<file path="src/rtl/trigger_sequencer.sv">
// Multi-stage trigger controller: steps through stored trigger configurations with
// per-stage repeat counts and a per-stage timeout, pulsing seq_trigger when the final stage completes.
module trigger_sequencer #(
  parameter int unsigned NUM_STAGES = 4
) (
  input  logic        clk,
  input  logic        rst_n_sync,
  input  logic        cfg_wr_en,
  input  logic [1:0]  cfg_wr_stage,
  input  logic [31:0] cfg_wr_data,
  input  logic [1:0]  cfg_last_stage,
  input  logic [15:0] cfg_timeout,
  input  logic        arm,
  input  logic        abort,
  input  logic        trig_in,
  output logic        trig_cfg_enable,
  output logic        trig_cfg_positive,
  output logic [2:0]  trig_cfg_type,
  output logic [7:0]  trig_cfg_count1,
  output logic [7:0]  trig_cfg_count2,
  output logic [3:0]  trig_cfg_stage1_count,
  output logic [2:0]  trig_cfg_time_base,
  output logic        trig_cfg_longer_no_edge,
  output logic        seq_trigger,
  output logic        busy,
  output logic        done,
  output logic        timeout_flag,
  output logic [1:0]  cur_stage
);

  typedef enum logic [2:0] {
    S_IDLE,
    S_LOAD,
    S_ARM,
    S_GAP,
    S_DONE,
    S_TIMEOUT
  } state_t;

  state_t      state;
  logic [31:0] mem [NUM_STAGES];
  logic [3:0]  occ_cnt;
  logic [7:0]  prescaler;
  logic [15:0] tmo_cnt;
  logic        trig_in_d;

  logic [31:0] cur_cfg;
  logic [3:0]  rep_eff;
  logic [1:0]  last_eff;
  logic        edge_det;
  logic        occ_hit;
  logic        tmo_hit;
  logic        wr_ok;

  always_comb begin
    cur_cfg  = mem[cur_stage];
    rep_eff  = (cur_cfg[31:28] == 4'd0) ? 4'd1 : cur_cfg[31:28];
    last_eff = (32'(cfg_last_stage) > NUM_STAGES - 1) ? 2'(NUM_STAGES - 1) : cfg_last_stage;
    edge_det = trig_in & ~trig_in_d;
    occ_hit  = ({1'b0, occ_cnt} + 5'd1) == {1'b0, rep_eff};
    tmo_hit  = (cfg_timeout != 16'd0) && (tmo_cnt == cfg_timeout);
    wr_ok    = cfg_wr_en && (32'(cfg_wr_stage) < NUM_STAGES) &&
               (state == S_IDLE || state == S_DONE || state == S_TIMEOUT);
  end

  always_ff @(posedge clk or negedge rst_n_sync) begin
    if (!rst_n_sync) begin
      for (int unsigned i = 0; i < NUM_STAGES; i++) mem[i] <= '0;
    end else if (wr_ok) begin
      mem[cfg_wr_stage] <= cfg_wr_data;
    end
  end

  always_ff @(posedge clk or negedge rst_n_sync) begin
    if (!rst_n_sync) begin
      state       <= S_IDLE;
      cur_stage   <= '0;
      occ_cnt     <= '0;
      prescaler   <= '0;
      tmo_cnt     <= '0;
      trig_in_d   <= 1'b0;
      seq_trigger <= 1'b0;
    end else begin
      trig_in_d   <= trig_in;
      seq_trigger <= 1'b0;
      if (abort) begin
        state     <= S_IDLE;
        cur_stage <= '0;
        occ_cnt   <= '0;
      end else begin
        case (state)
          S_IDLE, S_DONE, S_TIMEOUT: begin
            if (arm) begin
              state     <= S_LOAD;
              cur_stage <= '0;
              occ_cnt   <= '0;
              prescaler <= '0;
              tmo_cnt   <= '0;
            end
          end
          S_LOAD: state <= S_ARM;
          S_ARM: begin
            prescaler <= prescaler + 8'd1;
            if (prescaler == 8'hFF && tmo_cnt != 16'hFFFF) tmo_cnt <= tmo_cnt + 16'd1;
            // an edge in the same cycle as the timeout match wins
            if (edge_det) begin
              occ_cnt <= occ_cnt + 4'd1;
              if (occ_hit) begin
                if (cur_stage >= last_eff) begin
                  seq_trigger <= 1'b1;
                  state       <= S_DONE;
                end else begin
                  cur_stage <= cur_stage + 2'd1;
                  state     <= S_GAP;
                end
              end
            end else if (tmo_hit) begin
              state <= S_TIMEOUT;
            end
          end
          S_GAP: begin
            if (!trig_in) begin
              state     <= S_LOAD;
              occ_cnt   <= '0;
              prescaler <= '0;
              tmo_cnt   <= '0;
            end
          end
          default: state <= S_IDLE;
        endcase
      end
    end
  end

  assign trig_cfg_enable         = (state == S_ARM);
  assign busy                    = (state == S_LOAD) || (state == S_ARM) || (state == S_GAP);
  assign done                    = (state == S_DONE);
  assign timeout_flag            = (state == S_TIMEOUT);
  assign trig_cfg_positive       = cur_cfg[0];
  assign trig_cfg_type           = cur_cfg[3:1];
  assign trig_cfg_count1         = cur_cfg[11:4];
  assign trig_cfg_count2         = cur_cfg[19:12];
  assign trig_cfg_stage1_count   = cur_cfg[23:20];
  assign trig_cfg_time_base      = cur_cfg[26:24];
  assign trig_cfg_longer_no_edge = cur_cfg[27];

endmodule

</file>
<file path="config.mk">
export PLATFORM = sky130hd
export DESIGN_NAME = trigger_sequencer
export DESIGN_NICKNAME = d
export VERILOG_FILES = /design/src/rtl/trigger_sequencer.sv
export SDC_FILE = /design/constraint.sdc
export NUM_CORES = 1
export LEC_CHECK = 0
export CORE_MARGIN = 2
export CORE_UTILIZATION = 40
export CTS_BUF_LIST = sky130_fd_sc_hd__clkbuf_8
export DETAILED_ROUTE_END_ITERATION = 10
export GPL_TIMING_DRIVEN = 0
export PLACE_DENSITY = 0.57
export SETUP_SLACK_MARGIN = 0.2
export SYNTH_ARGS = -nofsm -noshare
export SYNTH_HDL_FRONTEND = slang
export SYNTH_SLANG_ARGS = --single-unit
</file>
<file path="constraint.sdc">
create_clock -name clk -period 3.15 [get_ports clk]
set_clock_uncertainty 0.2 [all_clocks]
set_input_delay 0.63 -clock clk [delete_from_list [all_inputs] [get_ports clk]]
set_output_delay 0.63 -clock clk [all_outputs]
set_load 0.02 [all_outputs]
</file>
* Word-level counts from Yosys, hierarchy flattened
Cells that the tools add are included.
** Word-level totals
- Flip-flop bits (word level) :: 163
- Input port bits :: 58
- Output and inout port bits :: 35
- Logic and storage cells :: 102
** Operators by class
- Add/sub/neg operators :: 5
- $lt $le $gt $ge :: 4
- Eq/ne operators :: 19
- Multiplexer cells :: 38
- Bitwise operators :: 5
- Reduce and logical (&&, ||, !) cells :: 20
** Operators by type and width (number)
- bitwise mux 128 bit :: 1
- 2-to-1 mux 32 bit :: 3
- binary-select mux 32 bit (select 2 bit) :: 1
- demux 32 bit (select 2 bit) :: 1
- 2-to-1 mux 16 bit :: 3
- one-hot mux 16 bit (3 select lines) :: 1
- one-hot mux 8 bit (3 select lines) :: 1
- 2-to-1 mux 3 bit :: 7
- 2-to-1 mux 4 bit :: 5
- adder 16 x 1 -> 16 bit (second input constant) :: 1
- == test 16 bit :: 1
- 2-to-1 mux 8 bit :: 2
- inequality test 16 bit (second input constant) :: 1
- nonzero test 16 bit :: 1
- one-hot mux 3 bit (4 select lines) :: 1
- one-hot mux 4 bit (3 select lines) :: 1
- AND reduction 4 bit :: 3
- 2-to-1 mux 2 bit :: 5
- AND reduction 5 bit :: 2
- inequality test 3 bit (second input constant) :: 3
- adder 8 x 1 -> 8 bit (second input constant) :: 1
- == test 8 bit (second input constant) :: 1
- == test 3 x 2 -> 1 bit (second input constant) :: 2
- == test 3 bit (second input constant) :: 2
- other kinds (25) :: 41

* Depth between registers and ports, before layout
- Word-level depth :: 11
- Mapped depth :: 9
- Depth with buffers taken out :: 8

* Worst setup path after synthesis
Ideal clock, no wire load.
- Path type :: flip-flop to output port
- From :: reg cur_stage[1]
- To :: out trig_cfg_count2[7]
- Data arrival time :: 1.895 ns
- Required time :: 2.320 ns
- Setup slack :: 0.425 ns
- Stages on the path, launching flop included :: 5
- Buffers on the path :: 3
- Cells stage by stage :: dfrtp_1 clkbuf_1 clkbuf_1 clkbuf_1 mux4_2
** Between the ends
- Cells in the longest elaborated chain, start to end :: 4
** Ends and longest elaborated chain
- start, declared :: RTL line 28 : output logic [1:0] cur_stage
- start signal, assigned :: RTL line 113 : cur_stage <= cur_stage + 2'd1;
- inverter 2 -> 3 bit (implied by the code) :: RTL line 56 : cur_cfg = mem[cur_stage];
- binary-select mux 32 bit (select 2 bit) :: RTL line 56
- 2-to-1 mux 32 bit (implied by the code) (2 in series) :: RTL line 56
- end, declared :: RTL line 20 : output logic [7:0] trig_cfg_count2,
No other way between the ends. The select of a mux whose other input is x is not followed.

* Worst setup path after layout
- From :: reg cur_stage[0]
- To :: out trig_cfg_count1[7]
** Between the ends
- Cells in the longest elaborated chain, start to end :: 4
** Ends and longest elaborated chain
- inverter 2 -> 3 bit (implied by the code) :: RTL line 56
- binary-select mux 32 bit (select 2 bit) :: RTL line 56
- 2-to-1 mux 32 bit (implied by the code) (2 in series) :: RTL line 56
- end, declared :: RTL line 19 : output logic [7:0] trig_cfg_count1,
No other way between the ends. The select of a mux whose other input is x is not followed.

==> flow_metrics.tcl <==
set metrics [dict create \
    fillCellCount 1710 \
    synth_most_common_cell "dfrtp_1" \
    cts_tree "built" \
    relSlewSlack 0.4789 \
    arrival_ns 2.04 \
    clockBufferDepth 2 \
    worstReg2RegEnd "mem[57]" \
    p_int_mw 4.985 \
    vias 5057 \
    grt_max_degree 98 \
    synth-seq-cells 163 \
    grt_pass1_wl_um 28230 \
    drive_above_1_share 0.3348 \
    rrSetupSlack_ns 0.40 \
    synth_flop_cell "dfrtp_1" \
    synth_edf_count 0 \
    rr_startpoint "state[1]" \
    num_antenna_cells 0 \
    fmax_mhz 348.4 \
    nets 749 \
    crit_fanout 10 \
    period_needed_ns 2.871 \
    seq_area_frac_synth 0.5237 \
    synth_warnings 0 \
    dp_cells 928 \
    first_pass_iters 4 \
    synth_common_cells "163 x dfrtp_1, 126 x mux2_2, 32 x mux4_2" \
    p_comb_frac 0.338 \
    seq_area_mm2 0.004079 \
    swShare 0.3198 \
    insertion_delay_ns 0.45 \
    core-area_mm2 0.01927 \
    whs_endpoint "mem[106]" \
    p_clk_frac 0.201 \
    cts.sinks 163 \
    synthCells 570 \
    slew_viol_final 0 \
    hold_path.startpoint "mem[106]" \
    crit_path_end_kind "output pin" \
    initial_core_util 0.4042 \
    synth_area_leaders "dfrtp_1 52%, mux2_2 18%, mux4_2 9.3%" \
    cp.required_ns 2.32 \
    num_rows 51 \
    reg2reg_depth 6 \
    worst_hold_path.num_cells 1 \
    dp_hpwl_um 11980 \
    grt_use_total 0.1789 \
    drtIter0Drc 212 \
    instances_no_fill 964 \
    pin_count 93 \
    hold_viol 0 \
    antenna_found_initial 2 \
    synthArstFlopShare 1.000 \
    ctsHtreeMaxLevel 4 \
    portBuffers 92 \
    fin_crit_sh 0.9113 \
    drc 0 \
    setup_tns_ns 0 \
    synth_top_area_frac 0.5237 \
    route.detailed.wl_per_inst_um 17.84 \
    cts_buffers 17 \
    cp-start-kind "flop" \
    cp-startpoint "cur_stage[0]" \
    die_x_um 143.5 \
    path_clk_slew_ns 0.09 \
    synth_area_leader_cell "dfrtp_1" \
    drt_wl_total_um 17200 \
    switchingPower_mw 2.344 \
    final_antenna_net_count 0 \
    tightestPinTransition_ns 0.7816 \
    syn2layout_area_growth_pct 22.78 \
    rsz0062_at_grt "false" \
    drv_cap 0 \
    total_power_mw 7.329 \
    hold_path_class "reg -> reg" \
    p_leak_nw 3.976 \
    die_y_um 143.5 \
    p_per_area_mw_per_mm2 766.4 \
    multi_input_area_mm2 0.003577 \
    postSynthAreaPerCell_um2 13.66 \
    finalSetupViolCount 0 \
    status "finished clean" \
    root_buffer "clkbuf_8" \
    post-route-util 0.4962 \
    grt_pass1_vias 5376 \
    via_per_inst 5.246 \
    grt_overflow 0 \
    p_seq_frac 0.461 \
    syn_area_mm2 0.007789 \
    synth_cell_types 50 \
    design.die.area_mm2 0.02060 \
    irDropWorstVdd_mv 0.4270 \
    critPathKind "reg -> out" \
    gp_congestion 0.7603 \
    syn_nets 633 \
]
-- routing by layer --
layer,vias up,GRT usage,share of wire
li1,2353,-,-
met1,2591,0.2292,0.44
met2,99,0.2947,0.49
met3,12,0.05565,0.058
met4,2,0.05005,0.0095
met5,-,0,0.00070
-- final cells by class --
| type | count | share of cell area |
|---|---|---|
| tap | 265 | 0.03467 |
| multi-input combinational | 372 | 0.3741 |
| buffer | 27 | 0.02394 |
| timing repair buffer | 97 | 0.09826 |
| clock buffer | 17 | 0.02447 |
| clock inverter | 15 | 0.01492 |
| inverter | 8 | 0.003140 |
| sequential | 163 | 0.4265 |
-- power by group through the flow --
stage / clock, mW / sequential [mW] / combinational [mW]
after floorplan: 0 / 3.26 / 1.82
after global placement: 0 / 3.35 / 2.56
after detailed placement: 0 / 3.43 / 2.63
after CTS: 1.53 / 3.38 / 2.51
after global routing: 1.61 / 3.50 / 2.69
final: 1.48 / 3.38 / 2.48
-- kinds of logic (layout without fill, tap and decap cells) --
| group | count (synthesis) | after routing | share of synthesized area |
|---|---|---|---|
| xor+xnor | 31 | 31 | 0.03920 |
| fa+ha+maj | 5 | 5 | 0.008032 |
| mux | 162 | 162 | 0.2802 |
| simple gates | 122 | 122 | 0.08707 |
| compound gates | 52 | 52 | 0.04257 |
| buf+inv | 35 | 164 | 0.01928 |
| flops | 163 | 163 | 0.5237 |
-- registers in the layout, summed over array words and instances, names as in the netlist --
register     cells
cur_stage        2
mem            128
occ_cnt          4
prescaler        8
seq_trigger      1
state            3
tmo_cnt         16
trig_in_d        1
-- metrics by stage --
stage	setup slack, ns	hold WS [ns]	instance area (um2)
2_1_floorplan	0.4246	0.1344	7789
3_3_place_gp	-5.146	0.2630	9041
3_5_place_dp	-0.7952	0.2747	9070
4_1_cts	0.2012	0.2982	9548
5_1_grt	0.1915	0.3168	9563
6_report	0.2794	0.2958	9563
-- worst max-delay path by stage --
stage | to | slack, ns | cells past startpoint
4_1_cts | trig_cfg_time_base[1] | 0.20 | 4
6_report | trig_cfg_count1[7] | 0.28 | 4
2_1_floorplan | trig_cfg_count2[7] | 0.42 | 4
3_3_place_gp | mem[37] | -5.15 | 1
3_5_place_dp | trig_cfg_time_base[1] | -0.80 | 5
5_1_grt | trig_cfg_type[1] | 0.19 | 4
-- worst max-delay path: stages (launching register included) --
cell	delay [ns]
dfrtp_1	0.40
buf_12	0.17
buf_12	0.16
mux4_2	0.51
dlygate4sd2_1	0.34
-- timing repair --
item	CTS	global route
buffers inserted	2	1
hold endpoints to repair	66	0
hold buffers	1	0
endpoints found under the setup margin	58	69
gates resized for setup	68	23
-- layout by cell type, fill, tap and decap left out, types with 3 or more instances in the layout --
cell type	count
a21oi_1	12
clkinv_2	4
nand3_1	11
xnor2_1	12
clkbuf_8	18
nor2b_1	3
clkbuf_2	7
o21ai_0	19
inv_1	8
a31oi_1	4
nor3_1	4
dlygate4sd2_1	15
buf_2	10
clkdlybuf4s50_1	62
clkdlybuf4s15_1	8
xor2_1	17
nor2_1	24
or2_2	4
o31ai_1	3
buf_12	3
clkbuf_1	7
nand4_1	12
nand2b_1	3
nand2_1	18
inv_6	6
and3_1	7
buf_4	3
mux4_2	32
or3_1	11
ha_1	5
nor4_1	8
mux2_2	126
dfrtp_1	163
and4_1	3
nor3b_1	3
No activity file was read; power rests on OpenSTA's default activity.
